**config.mk**
```make
export PLATFORM = sky130hd
export DESIGN_NAME = dec_stage
export DESIGN_NICKNAME = d
export VERILOG_FILES = /design/src/rtl/dec_pkg.sv /design/src/rtl/dec_fifo.sv /design/src/rtl/dec_stage.sv
export SDC_FILE = /design/constraint.sdc
export NUM_CORES = 1
export LEC_CHECK = 0
export ABC_AREA = 1
export BUFFER_PORTS_ARGS = -buffer_cell sky130_fd_sc_hd__buf_2
export CORE_MARGIN = 8
export CORE_UTILIZATION = 45
export DETAILED_ROUTE_END_ITERATION = 10
export GPL_ROUTABILITY_DRIVEN = 0
export GPL_TIMING_DRIVEN = 0
export PLACE_DENSITY = 0.81
export SYNTH_ARGS = -nofsm -noshare
export SYNTH_HDL_FRONTEND = slang
export SYNTH_SLANG_ARGS = --single-unit
export TNS_END_PERCENT = 20
```
**constraint.sdc**
```tcl
create_clock -name clock -period 3.9 [get_ports clock]
set_clock_uncertainty 0.05 [all_clocks]
set_input_delay 0.195 -clock clock [delete_from_list [all_inputs] [get_ports clock]]
set_output_delay 0.195 -clock clock [all_outputs]
set_load 0.02 [all_outputs]
```
**src/rtl/dec_pkg.sv**
```systemverilog
// Shared decode constants and the decoded-bundle type used by dec_stage and the execute side.
// pc/imm fields are sized for the widest datapath; narrower stages use the low XLEN bits.
package dec_pkg;

    localparam int DEC_XLEN_MAX = 64;

    localparam logic [6:0] OPCODE_LOAD   = 7'b0000011;
    localparam logic [6:0] OPCODE_OP_IMM = 7'b0010011;
    localparam logic [6:0] OPCODE_AUIPC  = 7'b0010111;
    localparam logic [6:0] OPCODE_STORE  = 7'b0100011;
    localparam logic [6:0] OPCODE_OP     = 7'b0110011;
    localparam logic [6:0] OPCODE_LUI    = 7'b0110111;
    localparam logic [6:0] OPCODE_BRANCH = 7'b1100011;
    localparam logic [6:0] OPCODE_JALR   = 7'b1100111;
    localparam logic [6:0] OPCODE_JAL    = 7'b1101111;
    localparam logic [6:0] OPCODE_SYSTEM = 7'b1110011;

    localparam logic [2:0] FUNCT3_ADD  = 3'b000;
    localparam logic [2:0] FUNCT3_SLL  = 3'b001;
    localparam logic [2:0] FUNCT3_SLT  = 3'b010;
    localparam logic [2:0] FUNCT3_SLTU = 3'b011;
    localparam logic [2:0] FUNCT3_XOR  = 3'b100;
    localparam logic [2:0] FUNCT3_SR   = 3'b101;
    localparam logic [2:0] FUNCT3_OR   = 3'b110;
    localparam logic [2:0] FUNCT3_AND  = 3'b111;

    localparam logic [3:0] ALU_OP_ADD  = 4'b0000;
    localparam logic [3:0] ALU_OP_SLL  = 4'b0001;
    localparam logic [3:0] ALU_OP_SLT  = 4'b0010;
    localparam logic [3:0] ALU_OP_SLTU = 4'b0011;
    localparam logic [3:0] ALU_OP_XOR  = 4'b0100;
    localparam logic [3:0] ALU_OP_SRL  = 4'b0101;
    localparam logic [3:0] ALU_OP_OR   = 4'b0110;
    localparam logic [3:0] ALU_OP_AND  = 4'b0111;
    localparam logic [3:0] ALU_OP_SUB  = 4'b1000;
    localparam logic [3:0] ALU_OP_SRA  = 4'b1101;

    localparam logic [2:0] COM_OP_EQ  = 3'b000;
    localparam logic [2:0] COM_OP_NE  = 3'b001;
    localparam logic [2:0] COM_OP_LT  = 3'b100;
    localparam logic [2:0] COM_OP_GE  = 3'b101;
    localparam logic [2:0] COM_OP_LTU = 3'b110;
    localparam logic [2:0] COM_OP_GEU = 3'b111;

    // Loads, stores and system ops carry funct3 in the low bits: 011xx, 010xx, 10xxx.
    localparam logic [4:0] INST_NONE   = 5'b00000;
    localparam logic [4:0] INST_IMM    = 5'b00001;
    localparam logic [4:0] INST_REG    = 5'b00010;
    localparam logic [4:0] INST_UPP    = 5'b00011;
    localparam logic [4:0] INST_AUIPC  = 5'b00100;
    localparam logic [4:0] INST_JUMP   = 5'b00101;
    localparam logic [4:0] INST_JUMPR  = 5'b00110;
    localparam logic [4:0] INST_BRANCH = 5'b00111;

    typedef struct packed {
        logic [DEC_XLEN_MAX-1:0] pc;
        logic [4:0]              rd;
        logic [4:0]              rs1;
        logic [4:0]              rs2;
        logic [DEC_XLEN_MAX-1:0] imm;
        logic [3:0]              alu_op;
        logic [2:0]              com_op;
        logic                    is_mem_sign;
        logic [4:0]              inst_type;
        logic                    illegal;
    } dec_bundle_t;

    function automatic logic [DEC_XLEN_MAX-1:0] sext32(input logic [31:0] v);
        return {{(DEC_XLEN_MAX-32){v[31]}}, v};
    endfunction

endpackage

```
**src/rtl/dec_fifo.sv**
```systemverilog
// Instruction queue for the decode stage: DEPTH entries of {inst, pc}, synchronous flush.
module dec_fifo
    import dec_pkg::*;
#(
    parameter int XLEN  = 32,
    parameter int DEPTH = 2,
    localparam int CW   = $clog2(DEPTH + 1),
    localparam int PW   = (DEPTH > 1) ? $clog2(DEPTH) : 1
) (
    input  logic            clock,
    input  logic            reset_n,
    input  logic            flush,
    input  logic            push,
    input  logic [31:0]     push_inst,
    input  logic [XLEN-1:0] push_pc,
    input  logic            pop,
    output logic            head_valid,
    output logic [31:0]     head_inst,
    output logic [XLEN-1:0] head_pc,
    output logic            full,
    output logic [CW-1:0]   count
);

    localparam int W = 32 + XLEN;

    logic [W-1:0]  mem_q [DEPTH];
    logic [W-1:0]  mem_d [DEPTH];
    logic [PW-1:0] wr_ptr_q, wr_ptr_d;
    logic [PW-1:0] rd_ptr_q, rd_ptr_d;
    logic [CW-1:0] count_q, count_d;

    always_comb begin
        mem_d    = mem_q;
        wr_ptr_d = wr_ptr_q;
        rd_ptr_d = rd_ptr_q;
        count_d  = count_q;
        if (flush) begin
            wr_ptr_d = '0;
            rd_ptr_d = '0;
            count_d  = '0;
        end else begin
            if (push) begin
                mem_d[wr_ptr_q] = {push_inst, push_pc};
                wr_ptr_d = (wr_ptr_q == PW'(DEPTH - 1)) ? '0 : wr_ptr_q + PW'(1);
            end
            if (pop) begin
                rd_ptr_d = (rd_ptr_q == PW'(DEPTH - 1)) ? '0 : rd_ptr_q + PW'(1);
            end
            case ({push, pop})
                2'b10:   count_d = count_q + CW'(1);
                2'b01:   count_d = count_q - CW'(1);
                default: count_d = count_q;
            endcase
        end
    end

    always_ff @(posedge clock or negedge reset_n) begin
        if (!reset_n) begin
            wr_ptr_q <= '0;
            rd_ptr_q <= '0;
            count_q  <= '0;
        end else begin
            wr_ptr_q <= wr_ptr_d;
            rd_ptr_q <= rd_ptr_d;
            count_q  <= count_d;
        end
    end

    // Storage needs no reset: entries are only read while count says they are valid.
    always_ff @(posedge clock) begin
        mem_q <= mem_d;
    end

    assign head_valid = (count_q != '0);
    assign head_inst  = mem_q[rd_ptr_q][W-1:XLEN];
    assign head_pc    = mem_q[rd_ptr_q][XLEN-1:0];
    assign full       = (count_q == CW'(DEPTH));
    assign count      = count_q;

endmodule

```
**src/rtl/dec_stage.sv**
```systemverilog
// RV32/RV64 decode stage: instruction queue, combinational decode of the head, output register.
// Define DEC_ILLEGAL_EN to build the illegal-instruction checker; otherwise out_illegal is 0.
module dec_stage
    import dec_pkg::*;
#(
    parameter int XLEN  = 32,
    parameter int DEPTH = 2,
    parameter int ID_W  = 5
) (
    input  logic                       clock,
    input  logic                       reset_n,
    input  logic                       flush,
    input  logic                       in_valid,
    output logic                       in_ready,
    input  logic [31:0]                in_inst,
    input  logic [XLEN-1:0]            in_pc,
    output logic                       out_valid,
    input  logic                       out_ready,
    output logic [XLEN-1:0]            out_pc,
    output logic [ID_W-1:0]            out_rd,
    output logic [ID_W-1:0]            out_rs1,
    output logic [ID_W-1:0]            out_rs2,
    output logic [XLEN-1:0]            out_imm,
    output logic [3:0]                 out_alu_op,
    output logic [2:0]                 out_com_op,
    output logic                       out_is_mem_sign,
    output logic [4:0]                 out_inst_type,
    output logic                       out_illegal,
    output logic [$clog2(DEPTH+1)-1:0] count
);

    logic            push, pop, full, head_valid, load;
    logic [31:0]     head_inst;
    logic [XLEN-1:0] head_pc;
    logic [6:0]      opcode;
    logic [2:0]      f3;
    logic [DEC_XLEN_MAX-1:0] imm_i, imm_s, imm_b, imm_u, imm_j;
    logic            dec_illegal;
    dec_bundle_t     dec;
    dec_bundle_t     out_q, out_d;
    logic            out_valid_q, out_valid_d;

    // No bypass: a full queue refuses input even if the head pops this cycle.
    assign in_ready = reset_n & ~flush & ~full;
    assign push     = in_valid & in_ready;
    assign load     = head_valid & (~out_valid_q | out_ready);
    assign pop      = load & ~flush;

    dec_fifo #(.XLEN(XLEN), .DEPTH(DEPTH)) u_fifo (
        .clock      (clock),
        .reset_n    (reset_n),
        .flush      (flush),
        .push       (push),
        .push_inst  (in_inst),
        .push_pc    (in_pc),
        .pop        (pop),
        .head_valid (head_valid),
        .head_inst  (head_inst),
        .head_pc    (head_pc),
        .full       (full),
        .count      (count)
    );

    assign opcode = head_inst[6:0];
    assign f3     = head_inst[14:12];

    assign imm_i = sext32({{20{head_inst[31]}}, head_inst[31:20]});
    assign imm_s = sext32({{20{head_inst[31]}}, head_inst[31:25], head_inst[11:7]});
    assign imm_b = sext32({{19{head_inst[31]}}, head_inst[31], head_inst[7],
                           head_inst[30:25], head_inst[11:8], 1'b0});
    assign imm_u = sext32({head_inst[31:12], 12'b0});
    assign imm_j = sext32({{11{head_inst[31]}}, head_inst[31], head_inst[19:12],
                           head_inst[20], head_inst[30:21], 1'b0});

`ifdef DEC_ILLEGAL_EN
    logic [6:0] funct7;
    assign funct7 = head_inst[31:25];

    always_comb begin
        dec_illegal = (head_inst[1:0] != 2'b11);
        case (opcode)
            OPCODE_LOAD:
                if (f3 == 3'b111 || (XLEN == 32 && f3 == 3'b011)) dec_illegal = 1'b1;
            OPCODE_STORE:
                if (f3[2] || (XLEN == 32 && f3 == 3'b011)) dec_illegal = 1'b1;
            OPCODE_BRANCH:
                if (f3 == 3'b010 || f3 == 3'b011) dec_illegal = 1'b1;
            OPCODE_OP:
                if (!(funct7 == 7'h00 ||
                      (funct7 == 7'h20 && (f3 == FUNCT3_ADD || f3 == FUNCT3_SR))))
                    dec_illegal = 1'b1;
            OPCODE_OP_IMM, OPCODE_LUI, OPCODE_AUIPC, OPCODE_JAL,
            OPCODE_JALR, OPCODE_SYSTEM: ;
            default: dec_illegal = 1'b1;
        endcase
    end
`else
    assign dec_illegal = 1'b0;
`endif

    always_comb begin
        dec             = '0;
        dec.pc          = DEC_XLEN_MAX'(head_pc);
        dec.rd          = head_inst[11:7];
        dec.rs1         = head_inst[19:15];
        dec.rs2         = head_inst[24:20];
        dec.alu_op      = ALU_OP_ADD;
        dec.com_op      = COM_OP_EQ;
        dec.is_mem_sign = ~f3[2];
        dec.illegal     = dec_illegal;
        case (opcode)
            OPCODE_OP_IMM: begin
                dec.imm       = imm_i;
                dec.inst_type = INST_IMM;
                dec.alu_op    = {head_inst[30] & (f3 == FUNCT3_SR), f3};
            end
            OPCODE_OP: begin
                dec.inst_type = INST_REG;
                dec.alu_op    = {head_inst[30] & (f3 == FUNCT3_ADD || f3 == FUNCT3_SR), f3};
            end
            OPCODE_LOAD: begin
                dec.imm       = imm_i;
                dec.inst_type = {3'b011, f3[1:0]};
            end
            OPCODE_STORE: begin
                dec.imm       = imm_s;
                dec.inst_type = {3'b010, f3[1:0]};
            end
            OPCODE_LUI: begin
                dec.imm       = imm_u;
                dec.inst_type = INST_UPP;
            end
            OPCODE_AUIPC: begin
                dec.imm       = imm_u;
                dec.inst_type = INST_AUIPC;
            end
            OPCODE_JAL: begin
                dec.imm       = imm_j;
                dec.inst_type = INST_JUMP;
            end
            OPCODE_JALR: begin
                dec.imm       = imm_i;
                dec.inst_type = INST_JUMPR;
            end
            OPCODE_BRANCH: begin
                dec.imm       = imm_b;
                dec.com_op    = f3;
                dec.inst_type = INST_BRANCH;
            end
            OPCODE_SYSTEM: begin
                dec.imm       = imm_i;
                dec.alu_op    = {2'b01, f3[1:0]};
                dec.inst_type = {2'b10, f3};
            end
            default: dec.inst_type = INST_NONE;
        endcase
    end

    // Fields hold their last value when valid drops so a stalled bundle never changes.
    always_comb begin
        out_d       = out_q;
        out_valid_d = out_valid_q;
        if (flush) begin
            out_valid_d = 1'b0;
        end else if (load) begin
            out_d       = dec;
            out_valid_d = 1'b1;
        end else if (out_ready) begin
            out_valid_d = 1'b0;
        end
    end

    always_ff @(posedge clock or negedge reset_n) begin
        if (!reset_n) begin
            out_q       <= '0;
            out_valid_q <= 1'b0;
        end else begin
            out_q       <= out_d;
            out_valid_q <= out_valid_d;
        end
    end

    assign out_valid       = out_valid_q;
    assign out_pc          = out_q.pc[XLEN-1:0];
    assign out_rd          = ID_W'(out_q.rd);
    assign out_rs1         = ID_W'(out_q.rs1);
    assign out_rs2         = ID_W'(out_q.rs2);
    assign out_imm         = out_q.imm[XLEN-1:0];
    assign out_alu_op      = out_q.alu_op;
    assign out_com_op      = out_q.com_op;
    assign out_is_mem_sign = out_q.is_mem_sign;
    assign out_inst_type   = out_q.inst_type;
    assign out_illegal     = out_q.illegal;

endmodule
```
# After elaboration in Yosys (flattened, before gate mapping)
# Index checks and enable logic that the tools add are counted.
[op_classes] add_sub_neg=4 mul=0 div_mod_pow=0 n_lt_le_gt_ge=3 n_eq_ne=14 shift=0 mux=21 n_bitwise=14 n_reduce_logical=12
[op_table] op="2-to-1 mux 64 bit" count=4
[op_table] op="case mux 32 bit (5 select lines)" count=1
[op_table] op="bitwise mux 128 bit" count=1
[op_table] op="demux 64 bit (select 1 bit)" count=1
[op_table] op="case mux 5 bit (10 select lines)" count=1
[op_table] op="== test 7 bit (second input constant)" count=4
[op_table] op="== test 7 x 6 -> 1 bit (second input constant)" count=3
[op_table] op="== test 7 x 5 -> 1 bit (second input constant)" count=2
[op_table] op="case mux 4 bit (3 select lines)" count=1
[op_table] op="2-to-1 mux 1 bit" count=9
[op_table] op="bitwise AND 1 bit" count=7
[op_table] op="== test 7 x 2 -> 1 bit (second input constant)" count=1
[op_table] op="nonzero test 2 bit" count=3
[op_table] op="nonzero test 3 bit" count=2
[op_table] op="== test 2 bit (second input constant)" count=2
[op_table] op="greater-or-equal comparator 2 bit (second input constant)" count=2
[op_table] op="NOT 1 bit" count=4
[op_table] op="NOT 1 -> 2 bit" count=2
[op_table] op="case mux 2 bit (2 select lines)" count=1
[op_table] op="AND reduction 2 bit" count=2
[op_table] op="OR reduction 4 bit" count=1
[op_table] op="== test 3 bit (second input constant)" count=1
[op_table] op="zero test 3 bit" count=1
[op_table] op="2-to-1 mux 3 bit" count=1
[op_table] op="10 further kinds" count=11
[word_totals] ff_bits=225 latchBits=0 ram_bits=0 romBits=0 inputBits=69 output_inout_bits=97 wordCells=83 n_memories=0

# Logic depth before layout (Yosys ltp)
[depth] word_depth=8 mapped_depth=15 depth_no_buf=13

# Hierarchy
# Synthesis repeated with hierarchy kept, for this count alone.
[hier_totals] cells_unflattened=794 hier_area_um2=9278.9
[modules_own_cells] mod="dec_fifo" instances=1 cells_each=232 area_each_um2=4997.3 seq_area_each_um2=3943.8
[modules_own_cells] mod="dec_stage" instances=1 cells_each=562 area_each_um2=4281.6 seq_area_each_um2=2327.2

# Least setup slack after synthesis
# No wires, ideal clock.
[synth_path] path_kind="register to register" from="reg u_fifo.count_q[0], in the netlist u_fifo.count[0]" to="reg u_fifo.mem_q[100] (netlist bit) (enable)" setup_ps=488 t_arrival_ps=3914 path_slack_ps=-552 stages_incl_launch_ff=7 synth_period_minus_slack_ps=4452 cell_sequence="dfrtp_1 inv_1 nand2_1 nand2_1 nor2_1 nand2_1 nor2_1"
[synth_via] elab_chain_cells=5
[synth_rtl] element="start: declaration" line_no="dec_fifo.sv:30" text="logic [CW-1:0] count_q, count_d;"
[synth_rtl] element="start signal: assignment" line_no="dec_fifo.sv:65" text="count_q <= count_d;"
[synth_rtl] element="== test 2 bit" line_no="dec_fifo.sv:77" text="assign full = (count_q == CW'(DEPTH));"
[synth_rtl] element="NOT 1 bit" line_no="dec_stage.sv:44" text="assign in_ready = reset_n & ~flush & ~full;"
[synth_rtl] element="bitwise AND 1 bit" line_no="dec_stage.sv:44"
[synth_rtl] element="named net in_ready" line_no="dec_stage.sv:14" text="output logic in_ready,"
[synth_rtl] element="bitwise AND 1 bit" line_no="dec_stage.sv:45" text="assign push = in_valid & in_ready;"
[synth_rtl] element="AND reduction 2 bit (no source line)"
[synth_rtl] element="end signal: assignment" line_no="dec_fifo.sv:71" text="mem_q <= mem_d;"
[synth_rtl] element="end: declaration" line_no="dec_fifo.sv:26" text="logic [W-1:0] mem_q [DEPTH];"
# The timed path passes the listed nets, and every way through them passes these cells.
# A chain may end at the register's enable or synchronous reset.

# Final worst setup path
[layout_path] from="in reset_n" to="reg u_fifo.mem_q[23] (netlist bit) (enable)"
[layout_via] elab_chain_cells=4
[layout_rtl] element="start: declaration" line_no="dec_stage.sv:11" text="input logic reset_n,"
[layout_rtl] element="bitwise AND 1 bit (2 in series)" line_no="dec_stage.sv:44"
[layout_rtl] element="bitwise AND 1 bit" line_no="dec_stage.sv:45"
[layout_rtl] element="AND reduction 2 bit (no source line)"
# Every way passes these cells.

==> summary.txt <==
Status
  • Status: finished clean

CTS
  • # H-tree levels: 1
  • Cts bufs inserted: 24
  • Clock root buffer: clkbuf_16
  • Clk pin slew, worst setup/hold paths: 0.06 ns
  • Clk Latency, worst-skew pair: 0.52 ns
  • Post-CTS Setup Inserts: 0
  • CTS tree: done
  • Clk buf depth: 3
  • # clock sinks: 225

Finish
  • Layout Nets: 1,174
  • Area Overhead vs Synth: 30.6%
  • Reg area: 0.00627 mm2
  • Commonest non-fill, non-tap cell in the layout: nand2_1
  • Most frequent cells in the layout: 278 x nand2_1, 176 x buf_2, 128 x edfxtp_1, 97 x dfrtp_1, 92 x nor2_1
  • Multi-input gate area: 0.00257 mm2
  • Ratio of cells with drive above 1 in the final layout: 0.248
  • Layout fillers: 1,593
  • Fin util: 0.596

Power
  • Psw: 0.00300 W
  • Leak Pwr: 5.76 nW
  • Power share of the clock group: 0.288
  • Comb pwr share: 0.325
  • Worst-case vdd ir drop: 438 uV
  • Switching Fraction: 0.366
  • Power Density: 683 mW/mm2
  • Sequential share of power: 0.387
  • P_int: 0.00520 W

Logic synthesis
  • Synthesized instance count: 843
  • Yosys warning count: 0
  • Syn nets: 912
  • Post-synth top area share: 0.418
  • Largest area contributor in the netlist: edfxtp_1
  • Mapped Area: 0.00920 mm2
  • Yosys reg bits: 225
  • Register area share after synthesis: 0.682
  • Syn_area_per_cell: 10.9 um2
  • Synth area leaders: edfxtp_1 42%, dfrtp_1 26%, nand2_1 11%
  • Number of distinct library cells after synthesis: 31

Floorplanning
  • Die Wd: 159 um
  • I/O pins: 166
  • Placeable core area: 0.0202 mm2
  • Die height: 159 um
  • Cell Rows: 52
  • Die area: 0.0253 mm2
  • Initial Util: 0.456

Placement
  • Input/output buffers: 164
  • Post-DP HPWL: 16,600 um

Routing
  • DRC Markers: 0
  • Routed Wire Length: 24,800 um
  • Via count: 7,045
  • DRT iter0 DRCs: 515
  • DR pass1 iterations: 5
  • Remaining antenna violation count: 0
  • Wire per inst: 17.7 um
  • Via density: 5.04

Critical path
  • Crit Path Class: input port to register
  • Top cell by count, worst path: nand2_1
  • Crit path capture type: register
  • Crit path DAT: 2.95 ns
  • Crit-path slowest cell: dlygate4sd3_1
  • Crit-path max cell delay: 0.53 ns
  • Crit start category: input port
  • Crit-path cells: dlygate4sd3_1 -> buf_4 -> buf_16 -> nand2_1 -> nor2_1 -> nand2_1 -> nor2_4 -> buf_12
  • CP Max Fanout: 58
  • Worst EP required: 4.07 ns

Timing
  • RSZ-0062 raised after global routing: false
  • Slew Viols, Final: 0
  • Final hold violation count: 0
  • Worst-Margin Slew: 0.599 ns
  • Tmin final: 2.79 ns
  • FMAX: 359 MHz
  • Final Hold Slack: 0.135 ns
  • Final period utilization: 0.714
  • Setup-failing EPs final: 0
  • Worst rel slew slack: 0.601

GRT
  • Number of global-route vias before repair: 7,489
  • Largest net degree at the start of global routing: 59
  • Total Routing Usage GR: 0.192
  • Global-route wire length before repair: 39,200 um
  • Initial antenna violation count: 4
  • GRT Residual Overflow: 0

Min path
  • Min-Delay Path Class: input port to register

Flow run
  • Max_cap viols: 0
## cell usage after synthesis, drive strengths merged
cell	number
a21oi	24
a22o	1
a31oi	1
buf	27
clkbuf	13
conb	1
dfrtp	97
edfxtp	128
inv	40
mux2i	6
nand2	298
nand3	38
nand4	3
nor2	98
o21ai	28
o21bai	5
o31ai	33
or2	1
xnor2	1
## timing repair
item | 4_1_cts | 5_1_grt
hold endpoints to repair | 169 | 0
hold buffers | 67 | 0
resized for setup | 0 | 0
## logic make-up (layout without fill, tap and decap cells)
family | after synthesis | count (layout) | synth area share
compound gates | 92 | 92 | 0.0634
other cells | 1 | 6 | 0.000408
mux | 6 | 6 | 0.00653
simple gates | 438 | 438 | 0.206
xor+xnor | 1 | 1 | 0.000952
flops | 225 | 225 | 0.682
buf+inv | 80 | 360 | 0.0409
## registers in the layout, summed over array words and instances, names as in the netlist, 2 cells and up
signal	flops
out_rs1	5
out_rd	5
out_imm	32
out_com_op	3
out_rs2	5
out_inst_type	5
u_fifo.mem_q	128
out_alu_op	4
out_pc	32
u_fifo.count	2
## per-layer routing
metal / global-route usage / routed length (um)
met3: 0.0540 / 2210
met4: 0.0682 / 845
met5: 0 / 0
met2: 0.334 / 12200
met1: 0.224 / 9530
## power groups by stage
| stage | clock network, W | registers [W] | logic, W |
|---|---|---|---|
| after floorplan | 0 | 0.00361 | 0.00124 |
| after global placement | 0 | 0.00320 | 0.00250 |
| after detailed placement | 0 | 0.00320 | 0.00259 |
| after CTS | 0.00240 | 0.00316 | 0.00266 |
| after global routing | 0.00250 | 0.00322 | 0.00292 |
| final | 0.00236 | 0.00318 | 0.00266 |
## metrics by stage
step,setup slack (ns),setup TNS [ns],total power [W],area [um2],cells
after global routing,0.850,0,0.00864,12000,1397
after CTS,1.13,0,0.00822,12000,1393
after floorplan,-0.549,-35.12,0.00484,9200,843
after global placement,-3.44,-334.25,0.00570,10400,1277
final,1.11,0,0.00821,12000,1398
after detailed placement,1.13,0,0.00579,10500,1282
## path summary, 6_finish.rpt
check | from | endpoint | slack, ns | depth (start not counted)
worst max register to register | u_fifo.rd_ptr_q | out_imm[23] | 1.60 | 9
min in group asynchronous | reset_n | out_pc[6] | 0.17 | 2
worst max-delay path | reset_n | u_fifo.mem_q[23] | 1.11 | 8
worst min register to register | out_rs1[2] | out_rs1[2] | 0.42 | 2
worst min-delay path | in_valid | u_fifo.wr_ptr_q | 0.13 | 4
max in group asynchronous | reset_n | out_pc[1] | 2.90 | 3
## worst max-delay path: cells and delay by family
kind,cells,cell delay (ns)
simple gates,4,1.02
buf+inv,4,1.64
## cell type report
cell class,count,area share
buffer,40,0.0189
antenna,5,0.00104
multi-input combinational,538,0.214
clock buffer,30,0.0535
timing repair buffer,236,0.135
inverter,40,0.0125
clock inverter,14,0.0157
sequential,225,0.522
tap,270,0.0281
Note: power is estimated with default switching activity, not from simulation.
